## src/rtl/vet_seq_mac_feed_if.sv

```systemverilog
// Feeder bus: element-buffer writes, run control, MAC m/p stream.
// Master drives writes/start, slave returns status and the stream.
interface vet_seq_mac_feed_if #(
  parameter int W  = 10,
  parameter int AW = 3
);
  logic          wr_en;
  logic [AW-1:0] wr_addr;
  logic [W-1:0]  wr_m;
  logic [W-1:0]  wr_p;
  logic [AW:0]   len;
  logic          start;
  logic          busy;
  logic [W-1:0]  m;
  logic [W-1:0]  p;
  logic          done;

  modport master (
    output wr_en, wr_addr, wr_m, wr_p, len, start,
    input  busy, m, p, done
  );

  modport slave (
    input  wr_en, wr_addr, wr_m, wr_p, len, start,
    output busy, m, p, done
  );
endinterface

```

## src/rtl/vet_seq_mac_feed.sv

```systemverilog
// Buffers two element vectors and streams one m/p pair per clock
// into the MAC; drives zeros otherwise so the accumulator holds.
module vet_seq_mac_feed #(
  parameter int W     = 10,
  parameter int DEPTH = 8,
  parameter int AW    = 3
) (
  input logic               CLOCK,
  input logic               RESET,
  vet_seq_mac_feed_if.slave bus
);
  typedef enum logic [1:0] {
    IDLE   = 2'd0,
    STREAM = 2'd1,
    DONE   = 2'd2
  } state_t;

  localparam logic [AW:0] LIM = (AW+1)'(DEPTH);

  state_t        state_q, state_d;
  logic [AW:0]   idx_q, idx_d;
  logic [AW:0]   n_q, n_d;
  logic [W-1:0]  m_q, m_d;
  logic [W-1:0]  p_q, p_d;
  logic [W-1:0]  mbuf [DEPTH];
  logic [W-1:0]  pbuf [DEPTH];

  // Element buffers: writable only while idle, never cleared.
  always_ff @(posedge CLOCK) begin
    if (!RESET && bus.wr_en && state_q == IDLE) begin
      mbuf[bus.wr_addr] <= bus.wr_m;
      pbuf[bus.wr_addr] <= bus.wr_p;
    end
  end

  // State, index, length and the registered m/p outputs.
  always_ff @(posedge CLOCK) begin
    if (RESET) begin
      state_q <= IDLE;
      idx_q   <= '0;
      n_q     <= '0;
      m_q     <= '0;
      p_q     <= '0;
    end else begin
      state_q <= state_d;
      idx_q   <= idx_d;
      n_q     <= n_d;
      m_q     <= m_d;
      p_q     <= p_d;
    end
  end

  // Next state; m/p default to zero so the MAC adds nothing.
  always_comb begin
    state_d = state_q;
    idx_d   = idx_q;
    n_d     = n_q;
    m_d     = '0;
    p_d     = '0;
    unique case (state_q)
      IDLE: begin
        if (bus.start && bus.len != '0) begin
          state_d = STREAM;
          idx_d   = '0;
          n_d     = (bus.len > LIM) ? LIM : bus.len;
        end
      end
      STREAM: begin
        if (idx_q < n_q) begin
          m_d   = mbuf[idx_q[AW-1:0]];
          p_d   = pbuf[idx_q[AW-1:0]];
          idx_d = idx_q + 1'b1;
        end else begin
          state_d = DONE;
        end
      end
      DONE: begin
        state_d = IDLE;
      end
      default: begin
        state_d = IDLE;
      end
    endcase
  end

  assign bus.m    = m_q;
  assign bus.p    = p_q;
  assign bus.busy = (state_q != IDLE);
  assign bus.done = (state_q == DONE);
endmodule
```

## src/flat_wrapper.sv

```systemverilog
// flat-port wrapper written by rule: the top's interface ports become plain ports
module vet_seq_mac_feed_flat 
#(
  parameter int W     = 10,
  parameter int DEPTH = 8,
  parameter int AW    = 3
)
  (CLOCK, RESET, bus_wr_en, bus_wr_addr, bus_wr_m, bus_wr_p, bus_len, bus_start, bus_busy, bus_m, bus_p, bus_done);
  vet_seq_mac_feed_if #(.W(W), .AW(AW)) bus_i ();
  input logic CLOCK;
  input logic RESET;
  input wire logic [$bits(bus_i.wr_en)-1:0] bus_wr_en;
  input wire logic [$bits(bus_i.wr_addr)-1:0] bus_wr_addr;
  input wire logic [$bits(bus_i.wr_m)-1:0] bus_wr_m;
  input wire logic [$bits(bus_i.wr_p)-1:0] bus_wr_p;
  input wire logic [$bits(bus_i.len)-1:0] bus_len;
  input wire logic [$bits(bus_i.start)-1:0] bus_start;
  output wire logic [$bits(bus_i.busy)-1:0] bus_busy;
  output wire logic [$bits(bus_i.m)-1:0] bus_m;
  output wire logic [$bits(bus_i.p)-1:0] bus_p;
  output wire logic [$bits(bus_i.done)-1:0] bus_done;
  assign bus_i.wr_en = bus_wr_en;
  assign bus_i.wr_addr = bus_wr_addr;
  assign bus_i.wr_m = bus_wr_m;
  assign bus_i.wr_p = bus_wr_p;
  assign bus_i.len = bus_len;
  assign bus_i.start = bus_start;
  assign bus_busy = bus_i.busy;
  assign bus_m = bus_i.m;
  assign bus_p = bus_i.p;
  assign bus_done = bus_i.done;
  vet_seq_mac_feed #(.W(W), .DEPTH(DEPTH), .AW(AW)) u_core (.CLOCK(CLOCK), .RESET(RESET), .bus(bus_i));
endmodule
```

## config.mk

```make
export PLATFORM = sky130hd
export DESIGN_NAME = vet_seq_mac_feed_flat
export DESIGN_NICKNAME = d
export VERILOG_FILES = /design/src/rtl/vet_seq_mac_feed_if.sv /design/src/rtl/vet_seq_mac_feed.sv /design/src/flat_wrapper.sv
export SDC_FILE = /design/constraint.sdc
export NUM_CORES = 1
export LEC_CHECK = 0
export BUFFER_PORTS_ARGS = -buffer_cell sky130_fd_sc_hd__buf_2
export CORE_MARGIN = 4
export CORE_UTILIZATION = 37
export CTS_CLUSTER_DIAMETER = 120
export DETAILED_ROUTE_END_ITERATION = 8
export PLACE_DENSITY = 0.61
export REMOVE_ABC_BUFFERS = 1
export SYNTH_ARGS = -nofsm -noshare
export SYNTH_HDL_FRONTEND = slang
export SYNTH_SLANG_ARGS = --single-unit
export TNS_END_PERCENT = 50
```

## constraint.sdc

```tcl
create_clock -name CLOCK -period 3 [get_ports CLOCK]
set_input_delay 0.3 -clock CLOCK [delete_from_list [all_inputs] [get_ports CLOCK]]
set_output_delay 0.3 -clock CLOCK [all_outputs]
set_load 0.02 [all_outputs]
```

Word level (Yosys, flattened, before mapping)
Memories as Yosys holds them, arrays and structs flattened. A register that Yosys moved wholly into a read port is not among the register bits. Index checks and enable logic that the tools add are counted.

Add/subtract/negate cells: 1. Magnitude comparators: 2. Eq/ne operators: 5. Mux-type cells: 9. Bitwise operators: 2. Reduce and logical (&&, ||, !) cells: 12.

Operators by type and width (count): $mux W4 (3); $pmux W4 S2 (1); $add A4 B1 Y4 const B (1); $gt A4 B4 Y1 const B (1); $lt A4 B4 Y1 (1); $mux W2 (2); $ne A2 B2 Y1 const B (2); $pmux W2 S2 (1); $reduce_and A2 Y1 (2); $reduce_bool A2 Y1 (2); $reduce_bool A4 Y1 (1); $logic_and A1 B1 Y1 (3); $reduce_and A3 Y1 (1); $reduce_or A3 Y1 (1); $eq A2 B1 Y1 const B (1); $eq A2 B2 Y1 const B (1); $logic_not A2 Y1 (1); $mux W1 (2); $ne A2 B1 Y1 const B (1); $not A1 Y1 (2); $logic_not A1 Y1 (1).

Flip-flop bits (word level): 10. Memory bits (writable): 160. Output and inout bits: 22. Logic and storage cells: 36. Memories kept: 2.

Memories: u_core.mbuf (words 8, width 10, rd ports 1, clocked after Yosys merged registers in 1, write ports 1, RTL line vet_seq_mac_feed.sv:25) `logic [W-1:0] mbuf [DEPTH];`; u_core.pbuf (words 8, width 10, rd ports 1, clocked after Yosys merged registers in 1, write ports 1, RTL line vet_seq_mac_feed.sv:26) `logic [W-1:0] pbuf [DEPTH];`.

Logic depth before layout (Yosys ltp)
Gate-level depths: netlist of run 1.

Word-level depth: 5. Depth in mapped cells: 8.

Worst setup path after synthesis of run 1
Ideal clock, no wire load.

Path type: register -> register. Start: register u_core.state_q[0]. End: memory u_core.mbuf[0][0], enable pin. Setup time: 0.422 ns. Arrival: 2.407 ns. Slack: 0.171 ns. Cell stages (with the launch flop): 6. Period minus slack after synthesis: 2.829 ns. Cells stage by stage: dfxtp_1 nor2_1 inv_1 nor3b_1 nand2b_1 nor3_1.

Longest elaborated chain between the ends: 4.

RTL lines: from (decl) (RTL line vet_seq_mac_feed.sv:20) `state_t state_q, state_d;`; from (signal assigned) (RTL line vet_seq_mac_feed.sv:45) `state_q <= state_d;`; $logic_not A2 Y1 (RTL line vet_seq_mac_feed.sv:30) `if (!RESET && bus.wr_en && state_q == IDLE) begin`; $logic_and A1 B1 Y1 (RTL line vet_seq_mac_feed.sv:30); $mux W1 (RTL line vet_seq_mac_feed.sv:30); $mux W1 (not written as such) (RTL line vet_seq_mac_feed.sv:31) `mbuf[bus.wr_addr] <= bus.wr_m;`; to (decl) (RTL line vet_seq_mac_feed.sv:25).

No other way between the ends.

Worst setup path after layout of run 1
Start: register u_core.n_q[1]. End: register u_core.idx_q[2].

Longest elaborated chain between the ends: 3.

RTL lines: from (decl) (RTL line vet_seq_mac_feed.sv:22) `logic [AW:0] n_q, n_d;`; from (signal assigned) (RTL line vet_seq_mac_feed.sv:47) `n_q <= n_d;`; $lt A4 B4 Y1 (RTL line vet_seq_mac_feed.sv:69) `if (idx_q < n_q) begin`; $ne A2 B1 Y1 (no source line); $reduce_and A3 Y1 (no source line); to (signal assigned) (RTL line vet_seq_mac_feed.sv:46) `idx_q <= idx_d;`; to (decl) (RTL line vet_seq_mac_feed.sv:21) `logic [AW:0] idx_q, idx_d;`.

No other way between the ends. A chain may end at the register's enable or synchronous reset.

==> results of run 1 <==
state kept, by name, summed over array words and instances, names as in the netlist:
register / flops
u_core.bus.m: 10
u_core.bus.p: 10
u_core.idx_q: 4
u_core.mbuf: 80
u_core.n_q: 4
u_core.pbuf: 80
u_core.state_q: 2
power groups by stage:
stage	clock [µW]	combinational, µW	sequential, µW
detailed placement	0	190	2970
global route	2460	206	2910
global placement	0	186	2960
CTS	2340	191	2910
floorplan	0	88.2	2970
finish	2280	187	2910
how the worst max path moves through the flow:
stage                         to  slack (ns)  cells past startpoint
2_1_floorplan  u_core.mbuf[0][0]        0.17                      5
3_3_place_gp     u_core.idx_q[3]        0.86                      7
3_5_place_dp     u_core.idx_q[2]        0.84                      7
4_1_cts          u_core.idx_q[2]        0.83                      7
5_1_grt        u_core.pbuf[5][9]        0.59                      6
6_report         u_core.idx_q[2]        0.83                      7
Yosys cell counts (all sizes together):
| master | n | share of area |
|---|---|---|
| buf | 10 | 0.0094 |
| o41a | 1 | 0.0018 |
| a21oi | 7 | 0.0055 |
| ha | 4 | 0.0071 |
| or4 | 1 | 0.0011 |
| mux4 | 40 | 0.13 |
| nand2b | 6 | 0.0057 |
| and2 | 1 | 0.00089 |
| inv | 5 | 0.0027 |
| clkbuf | 6 | 0.0032 |
| edfxtp | 160 | 0.68 |
| nand3b | 3 | 0.0032 |
| nor4 | 1 | 0.0030 |
| o211ai | 1 | 0.0011 |
| nor3 | 3 | 0.0021 |
| dfxtp | 30 | 0.085 |
| o32ai | 2 | 0.0035 |
| mux2i | 21 | 0.030 |
| or2b | 1 | 0.0011 |
| nor3b | 2 | 0.0028 |
| nand3 | 3 | 0.0021 |
| nor2 | 30 | 0.016 |
| and2b | 1 | 0.0011 |
| nand2 | 8 | 0.0042 |
| and3 | 1 | 0.00089 |
kinds of logic (layout without fill, tap and decap cells):
| kind of cell | count (synthesis) | after routing |
|---|---|---|
| and+or+nand+nor | 61 | 61 |
| buffers and inverters | 21 | 104 |
| muxes | 61 | 61 |
| adders and majority gates | 4 | 4 |
| AOI/OAI and AO/OA | 11 | 11 |
| DFF | 190 | 190 |
through the flow:
step / hold WS (ns) / instance area [µm²]
global route: 0.156 / 8300
CTS: 0.139 / 8300
global placement: 0.444 / 7690
detailed placement: 0.453 / 7690
finish: 0.149 / 8300
floorplan: 0.369 / 6980
per-layer routing:
metal,vias to the layer above,share of wire,global-route usage
met5,-,0.00054,0
met4,2,0.012,0.0452
met3,17,0.048,0.0335
met2,94,0.49,0.199
met1,1747,0.45,0.171
li1,1524,-,-
worst register-to-register path: cells and delay by family (launching register included):
family / cells / cell delay (ns)
simple gates: 3 / 0.87
compound gates: 2 / 0.54
flops: 1 / 0.33
fa+ha+maj: 1 / 0.28
buf+inv: 1 / 0.04
placed cells by master, fill, tap and decap left out, types with 8 or more instances in the layout:
master,n
edfxtp_1,160
buf_2,52
mux4_2,40
dfxtp_1,28
nor2_1,24
mux2i_1,21
clkbuf_16,17
buf_4,14
nand2_1,8
area by class of cell:
cell class	instances	share of cell area
multi-input combinational	137	0.191
tap	234	0.0353
clock buffer	17	0.0513
clock inverter	15	0.0226
sequential	190	0.652
timing repair buffer	67	0.0464
inverter	5	0.00226
==> results.md, run 1 <==
- Status: complete, no violations
- Post-route setup slack: 0.833 ns
- Die ar.: 21,400 µm²
- Final Skew: 0.00566 ns
- Synth Area in Simple Gates: 0.0441
- Place WS: 0.844 ns
- Synthesized area: 7070 µm²
- Slew margin rel.: 0.556
- Synth Area in XOR/XNOR: 0
- Combinational Power Share: 0.035
- Critical path, cell by cell: inv_1 -> ha_1 -> o211ai_1 -> nor2_1 -> nor4_4 -> nand2b_2 -> o32ai_1
- Crit path DAT: 2.49 ns
- H-tree Lvls: 4
- IO Count: 53
- DRT Pass-1 Iters: 4
- Initial Util: 0.377
- Largest family of logic cells by synthesized area: multiplexers
- Hold Path End: u_core.pbuf[0][8]
- Final hold viol count: 0
- Number of global-route vias before repair: 3,510
- # diodes: 0
- Register Area: 5410 µm²
- Worst Setup Start Kind: register
- Post-CTS setup buffers: 0
- Power Total: 5370 µW
- Post-route ant nets: 0
- Adder-cell share of the synthesized area: 0.00708
- Net Sw Frac: 0.201
- Kind of cell adding the most delay to the critical path: simple AND/OR/NAND/NOR gates
- Yosys reg bits: 190
- Drt via density: 5.09
- Bufs and invs on worst path: 1
- Core area: 18,800 µm²
- CTS tree: done
- WL per Instance: 19.5 µm
- Seq/Total Area, Yosys: 0.765
- Syn. warnings: 0
- CTS root buf: clkbuf_16
- Period utilization: 0.722
- Max-cap violations: 0
- CP endpoint kind: register
- Layout area overhead: 17.4%
- Critical Path Fanout Max: 22
- Hold_sp: bus_wr_p[8]
- Multiplexer share of the synthesized area: 0.157
- Die Wd: 146 µm
- Cells on Worst Hold Path: 1
- Clock tree buffer depth: 2
- Final HPWL DP: 8.08 mm
- Critical path type: reg2reg
- Internal Power: 4290 µW
- Cells after Synth: 348
- Final Util: 0.442
- HP Class: in2reg
- Via count: 3,384
- Power share of the clock group: 0.424
- Fill cells: 1,625
- DR iter-0 viols: 207
- Crit path largest cell delay: 0.42 ns
- Slowest cell on crit path: nand2b_2
- Final slew viol count: 0
- Sw Pwr: 1080 µW
- Req. time, crit path: 3.32 ns
- Hold_buf cts: 0
- Area of the multi-input gates: 1580 µm²
- Leak Pwr: 0.00271 µW
- Post-CTS sizing: 0
- Initial antenna violation count: 1
- Compound-Gate Fraction of Synth Area: 0.0119
- Share of cells above drive strength 1: 0.360
- Row count: 50
- Clock tree sinks: 190
- First-pass GRT wire length: 20.4 mm
- CP startpoint: u_core.n_q[1]
- R2R setup slack: 0.83 ns
- Max Fclk: 461 MHz
- Cell Pwr Density: 648 nW/µm²
- GRT overflow: 0
- Global Route Usage Sum: 0.126
- Final period demand of the worst path: 2.17 ns
- Nets: 453
- Mean Syn Cell Area: 20.3 µm²
- Worst reg-to-reg path cell count: 7
- Worst slew pin tran: 0.666 ns
- Placer Congestion: 0.816
- Synth cell types: 31
- # DRC: 0
- PortBufs: 52
- Post-Layout Cell Count: 665
- Final wirelength: 13.0 mm
- Reg-to-Reg Start: u_core.n_q[1]
- Dpl cells: 633
- RSZ-0062 raised after global routing: no
- Clock Latency Late Sink: 0.42 ns
- Clock buffer count from CTS: 17
- RR Endpoint: u_core.idx_q[2]
- Reg clk slew, reported paths: 0.07 ns
- Worst VDD drop: 335 µV
- Die H: 146 µm
- Setup TNS: 0 ns
- Largest net degree at the start of global routing: 44
- Seq pwr share: 0.541
- Setup violators final: 0
Note: power is estimated with default switching activity, not from simulation.
==> inputs of run 2 (changes only) <==
clock period = 2 ns   (was 3 ns; I/O delays follow)
==> results.md, run 2 (synthesis results as in run 1) <==
- Clock tree buffer depth: 2 (unchanged)
- Most frequent cells in the layout: edfxtp_1 (160), buf_2 (52), mux4_2 (40)
- PortBufs: 52 (unchanged)
- Clock buffer count from CTS: 17 (unchanged)
- Reg clk slew, reported paths: 0.07 ns (about the same)
- Req. time, crit path: 2.35 ns (-0.97 ns)
- Clock tree sinks: 190 (unchanged)
- Largest net degree at the start of global routing: 44 (unchanged)
- Cell Pwr Density: 929 nW/µm² (+44%)
- Worst Setup Start Kind: register
- Kind of cell adding the most delay to the critical path: simple AND/OR/NAND/NOR gates
- Final hold viol count: 0 (unchanged)
- DR iter-0 viols: 160 (-23%)
- Core area: 18,800 µm² (unchanged)
- WL met2: 6.54 mm (+3.0%)
- Critical path type: reg2reg
- Bufs and invs on worst path: 2 (+1)
- Area of the multi-input gates: 1590 µm² (+0.79%)
- # diodes: 0 (unchanged)
- Routed met1 length: 5.90 mm (+1.1%)
- Critical Path Fanout Max: 8 (-64%)
- Global Route Usage Sum: 0.132 (+0.00553)
- Die Wd: 146 µm (unchanged)
- H-tree Lvls: 4 (unchanged)
- Final period demand of the worst path: 1.88 ns (-0.289 ns)
- Placer Congestion: 0.732 (-10%)
- Crit path DAT: 2.23 ns (-0.26 ns)
- Worst VDD drop: 577 µV (+72%)
- Post-route ant nets: 0 (unchanged)
- Final Skew: 0.0100 ns (+0.00438 ns)
- CP endpoint kind: register
- Max-cap violations: 0 (unchanged)
- Drt via density: 5.04 (-0.92%)
- Via count: 3,368 (-0.47%)
- GRT overflow: 0 (unchanged)
- Top Layer Used: met5
- # DRC: 0 (unchanged)
- Period utilization: 0.939 (+0.216)
- Initial antenna violation count: 2 (+1)
- Dpl cells: 636 (+0.47%)
- DP Area: 7820 µm² (+1.8%)
- Layout area overhead: 18.8%
- Most common cell after layout, fill and taps aside: edfxtp_1
- Worst slew pin tran: 0.647 ns (-0.0199 ns)
- CTS tree: done
- Post-Layout Cell Count: 668 (+0.45%)
- Die ar.: 21,400 µm² (unchanged)
- First-pass GRT wire length: 21.3 mm (+4.6%)
- Met3 routed WL: 683 µm (+9.5%)
- Clock Latency Late Sink: 0.43 ns (about the same)
- DRT Pass-1 Iters: 4 (unchanged)
- Fill cells: 1,583 (-2.6%)
- WL per Instance: 20.0 µm (+2.7%)
- Crit path largest cell delay: 0.42 ns (about the same)
- Status: complete, no violations
- Leak Pwr: 0.00272 µW (+0.27%)
- HP Class: in2reg
- Post-CTS setup buffers: 0 (unchanged)
- Number of global-route vias before repair: 3,631 (+3.4%)
- Slew margin rel.: 0.569 (+0.0133)
- Setup violators final: 0 (unchanged)
- Initial Util: 0.377 (unchanged)
- Row count: 50 (unchanged)
- Hold_buf cts: 0 (unchanged)
- Register Area: 5410 µm² (unchanged)
- Final wirelength: 13.4 mm (+3.2%)
- Slowest cell on crit path: nor4_4
- IO Count: 53 (unchanged)
- Final slew viol count: 0 (unchanged)
- Power Total: 7800 µW (+45%)
- Biggest regs: u_core.mbuf: 80 flops, u_core.pbuf: 80 flops
- Die H: 146 µm (unchanged)
- Final HPWL DP: 8.22 mm (+1.7%)
- Nets: 456 (+0.66%)
- Share of cells above drive strength 1: 0.364 (+0.00443)
- CTS root buf: clkbuf_16
- Max Fclk: 532 MHz (+15%)
- Final instance area: 8400 µm² (+1.2%)
- Critical path, cell by cell: inv_1 -> ha_1 -> and2_1 -> nor4_4 -> nand2b_4 -> buf_4 -> nor2_1
- RSZ-0062 raised after global routing: no
[run 2: cell types whose count changed in the layout (fill, tap and decap cells not counted), moves of 2 or more]
cell,change
bufinv_16,-2
buf_4,-7
clkinv_4,-3
buf_12,+9
clkinvlp_4,+5
inv_6,-3
[run 2: what timing repair did]
action	4_1_cts	5_1_grt
gates resized for setup	1	3
pin swaps	0	1
endpoints found under the setup margin	112	73
[run 2: through the flow]
stage                util  setup WS, ns  hold WS, ns  setup TNS [ns]
finish              0.447         0.122       0.0432               0
global route        0.447        0.0302       0.0453               0
floorplan               -        -0.829        0.269          -86.95
CTS                 0.447        0.0639       0.0250               0
detailed placement  0.417       -0.0306        0.453           -1.27
global placement    0.417      -0.00991        0.449          -0.110
[run 2: final cells by class]
type | instances | share of cell area
inverter | 5 | 0.00224
tap | 234 | 0.0349
sequential | 190 | 0.644
timing repair buffer | 70 | 0.0624
clock inverter | 13 | 0.0139
clock buffer | 19 | 0.0527
multi-input combinational | 137 | 0.190
[run 2: final timing paths]
path	start	depth (start not counted)	slack, ns	endpoint
max	u_core.n_q[3]	7	0.12	u_core.bus.m[0]
min reg2reg	u_core.n_q[0]	2	0.47	u_core.n_q[0]
max reg2reg	u_core.n_q[3]	7	0.12	u_core.bus.m[0]
min	bus_wr_m[5]	1	0.04	u_core.mbuf[6][5]
[run 2: where the power goes]
group          leakage [µW]  internal (µW)  switching [µW]
logic              0.000769            126             173
clock network      0.000259           1750            1400
registers           0.00169           4340            17.3
[run 2: metal layers]
layer  vias to the layer above  global-route usage
met4                         4              0.0494
met5                         -                   0
li1                       1535                   -
met3                        21              0.0345
met1                      1736               0.174
met2                        72               0.211
==> inputs of run 3 (changes only) <==
CORE_UTILIZATION = 53   (was 37)
PLACE_DENSITY = 0.8   (was 0.61)
clock period = 1.9 ns   (was 2 ns; I/O delays follow)
==> results.md, run 3 (synthesis results as in run 1) <==
- Cell Pwr Density: 1020 nW/µm² (+10%)
- Slew margin rel.: 0.581 (+0.0118)
- Worst VDD drop: 1180 µV (+110%)
- Most frequent cells in the layout: edfxtp_1 (160), buf_2 (52), mux4_2 (40)
- Final slew viol count: 0 (unchanged)
- Final hold viol count: 0 (unchanged)
- Core area: 12,800 µm² (-32%)
- Critical path type: reg2reg
- # DRC: 0 (unchanged)
- Max-cap violations: 0 (unchanged)
- Worst reg-to-reg path cell count: 6 (-1)
- Number of global-route vias before repair: 3,667 (+0.99%)
- Clock tree sinks: 190 (unchanged)
- Reg clk slew, reported paths: 0.07 ns (about the same)
- Final wirelength: 13.4 mm (about the same)
- Layout area overhead: 18.8% (about the same)
- Largest net degree at the start of global routing: 44 (unchanged)
- Hold_sp: bus_wr_p[8]
- First-pass GRT wire length: 20.8 mm (-2.4%)
- Req. time, crit path: 2.04 ns (-0.31 ns)
- Setup violators final: 0 (unchanged)
- CTS tree: done
- Drt via density: 5.59 (+11%)
- Max Fclk: 555 MHz (+4.3%)
- Post-CTS setup buffers: 0 (unchanged)
- Worst slew pin tran: 0.629 ns (-0.0177 ns)
- Die Wd: 123 µm (-16%)
- Crit path DAT: 1.95 ns (-0.28 ns)
- Clock Latency Late Sink: 0.44 ns (about the same)
- R2R setup slack: 0.1 ns (-0.02 ns)
- RR Endpoint: u_core.pbuf[0][9]
- HP Class: in2reg
- Setup TNS: 0 ns (unchanged)
- Initial antenna violation count: 1 (-1)
- Final HPWL DP: 7.84 mm (-4.6%)
- Global Route Usage Sum: 0.192 (+0.0600)
- Biggest regs: u_core.mbuf: 80 flops, u_core.pbuf: 80 flops
- Hold_buf cts: 0 (unchanged)
- DRT Pass-1 Iters: 4 (unchanged)
- Row count: 41 (-18%)
- H-tree Lvls: 4 (unchanged)
- Clock tree buffer depth: 2 (unchanged)
- Most common cell after layout, fill and taps aside: edfxtp_1
- Post-route ant nets: 0 (unchanged)
- Period utilization: 0.948 (+0.00894)
- Post-route setup slack: 0.0990 ns (-0.0231 ns)
- Via count: 3,418 (+1.5%)
- CP endpoint kind: register
- Final Util: 0.655 (+0.208)
- CTS root buf: clkbuf_16
- Hold Path End: u_core.pbuf[6][8]
- Power Total: 8600 µW (+10%)
- Initial Util: 0.551 (+0.175)
- Post-CTS sizing: 0 (-1)
- Share of cells above drive strength 1: 0.379 (+0.0149)
- Critical Path Fanout Max: 10 (+2)
- Final Skew: 0.0147 ns (+0.00465 ns)
- Nets: 460 (+0.88%)
- WL per Instance: 21.9 µm (+9.4%)
- Leak Pwr: 0.00278 µW (+2.3%)
- Hold WS: 0.0280 ns (-0.0152 ns)
- GRT overflow: 0 (unchanged)
- IO Count: 53 (unchanged)
- Clock buffer count from CTS: 17 (unchanged)
- Fill cells: 876 (-45%)
- Status: complete, no violations
- Reg-to-Reg Start: u_core.state_q[1]
- DR iter-0 viols: 270 (+69%)
- Placer Congestion: 0.776 (+6.0%)
- Place WS: 0.0786 ns (+0.109 ns)
- Worst Setup Start Kind: register
- PortBufs: 52 (unchanged)
- Final period demand of the worst path: 1.80 ns (-0.0769 ns)
- Die ar.: 15,200 µm² (-29%)
- Cells on Worst Hold Path: 1 (unchanged)
- Die H: 123 µm (-16%)
-- run 3: cell types whose count changed in the layout (fill, tap and decap cells not counted), sizes merged --
cell	change
diode	+1
clkinv	-4
inv	+8
buf	+3
bufinv	+2
clkinvlp	-4
clkbuf	-1
-- run 3: area by class of cell --
| cell class | instances | area (µm²) | area share |
|---|---|---|---|
| flip-flops and latches | 190 | 5410 | 0.644 |
| multi-input cells | 137 | 1610 | 0.191 |
| repair buffers | 74 | 531 | 0.0631 |
| clock buffers | 17 | 425 | 0.0506 |
| well taps | 172 | 215 | 0.0256 |
| clock inverters | 15 | 195 | 0.0232 |
| inverters | 5 | 18.8 | 0.00223 |
| diodes | 1 | 2.50 | 0.000298 |
-- run 3: where the power goes --
group	switching, µW	internal, µW
sequential	21.0	4570
clock	1580	2120
combinational	185	138
-- run 3: layer usage --
layer,vias up,global-route usage,wire length (µm)
li1,1548,-,-
met1,1755,0.243,5330
met2,107,0.322,7090
met3,8,0.0608,860
met4,0,0.0547,106
met5,-,0,0
-- run 3: how the worst max path moves through the flow --
stage / from / cells past startpoint / to / slack (ns)
final: u_core.state_q[1] / 6 / u_core.pbuf[0][9] / 0.1
after global placement: u_core.n_q[1] / 7 / u_core.idx_q[2] / 0.15
after floorplan: u_core.state_q[0] / 5 / u_core.mbuf[0][0] / -0.93
after CTS: u_core.state_q[1] / 6 / u_core.pbuf[1][5] / 0.05
after global routing: u_core.state_q[1] / 6 / u_core.pbuf[0][9] / -0.02
after detailed placement: u_core.state_q[1] / 6 / u_core.mbuf[1][7] / 0.08
-- run 3: critical path, stage by stage (launching register included) --
cell and delay, ns:
dfxtp_1 0.34, nor2_2 0.14, inv_1 0.07, nor3b_2 0.24, nand2b_2 0.16, nor3_4 0.31, clkbuf_16 0.24
-- run 3: per-stage QoR --
stage | instance area [µm²] | instances
floorplan | 6980 | 332
global placement | 7730 | 577
detailed placement | 7730 | 577
CTS | 8350 | 609
global route | 8400 | 611
finish | 8400 | 611
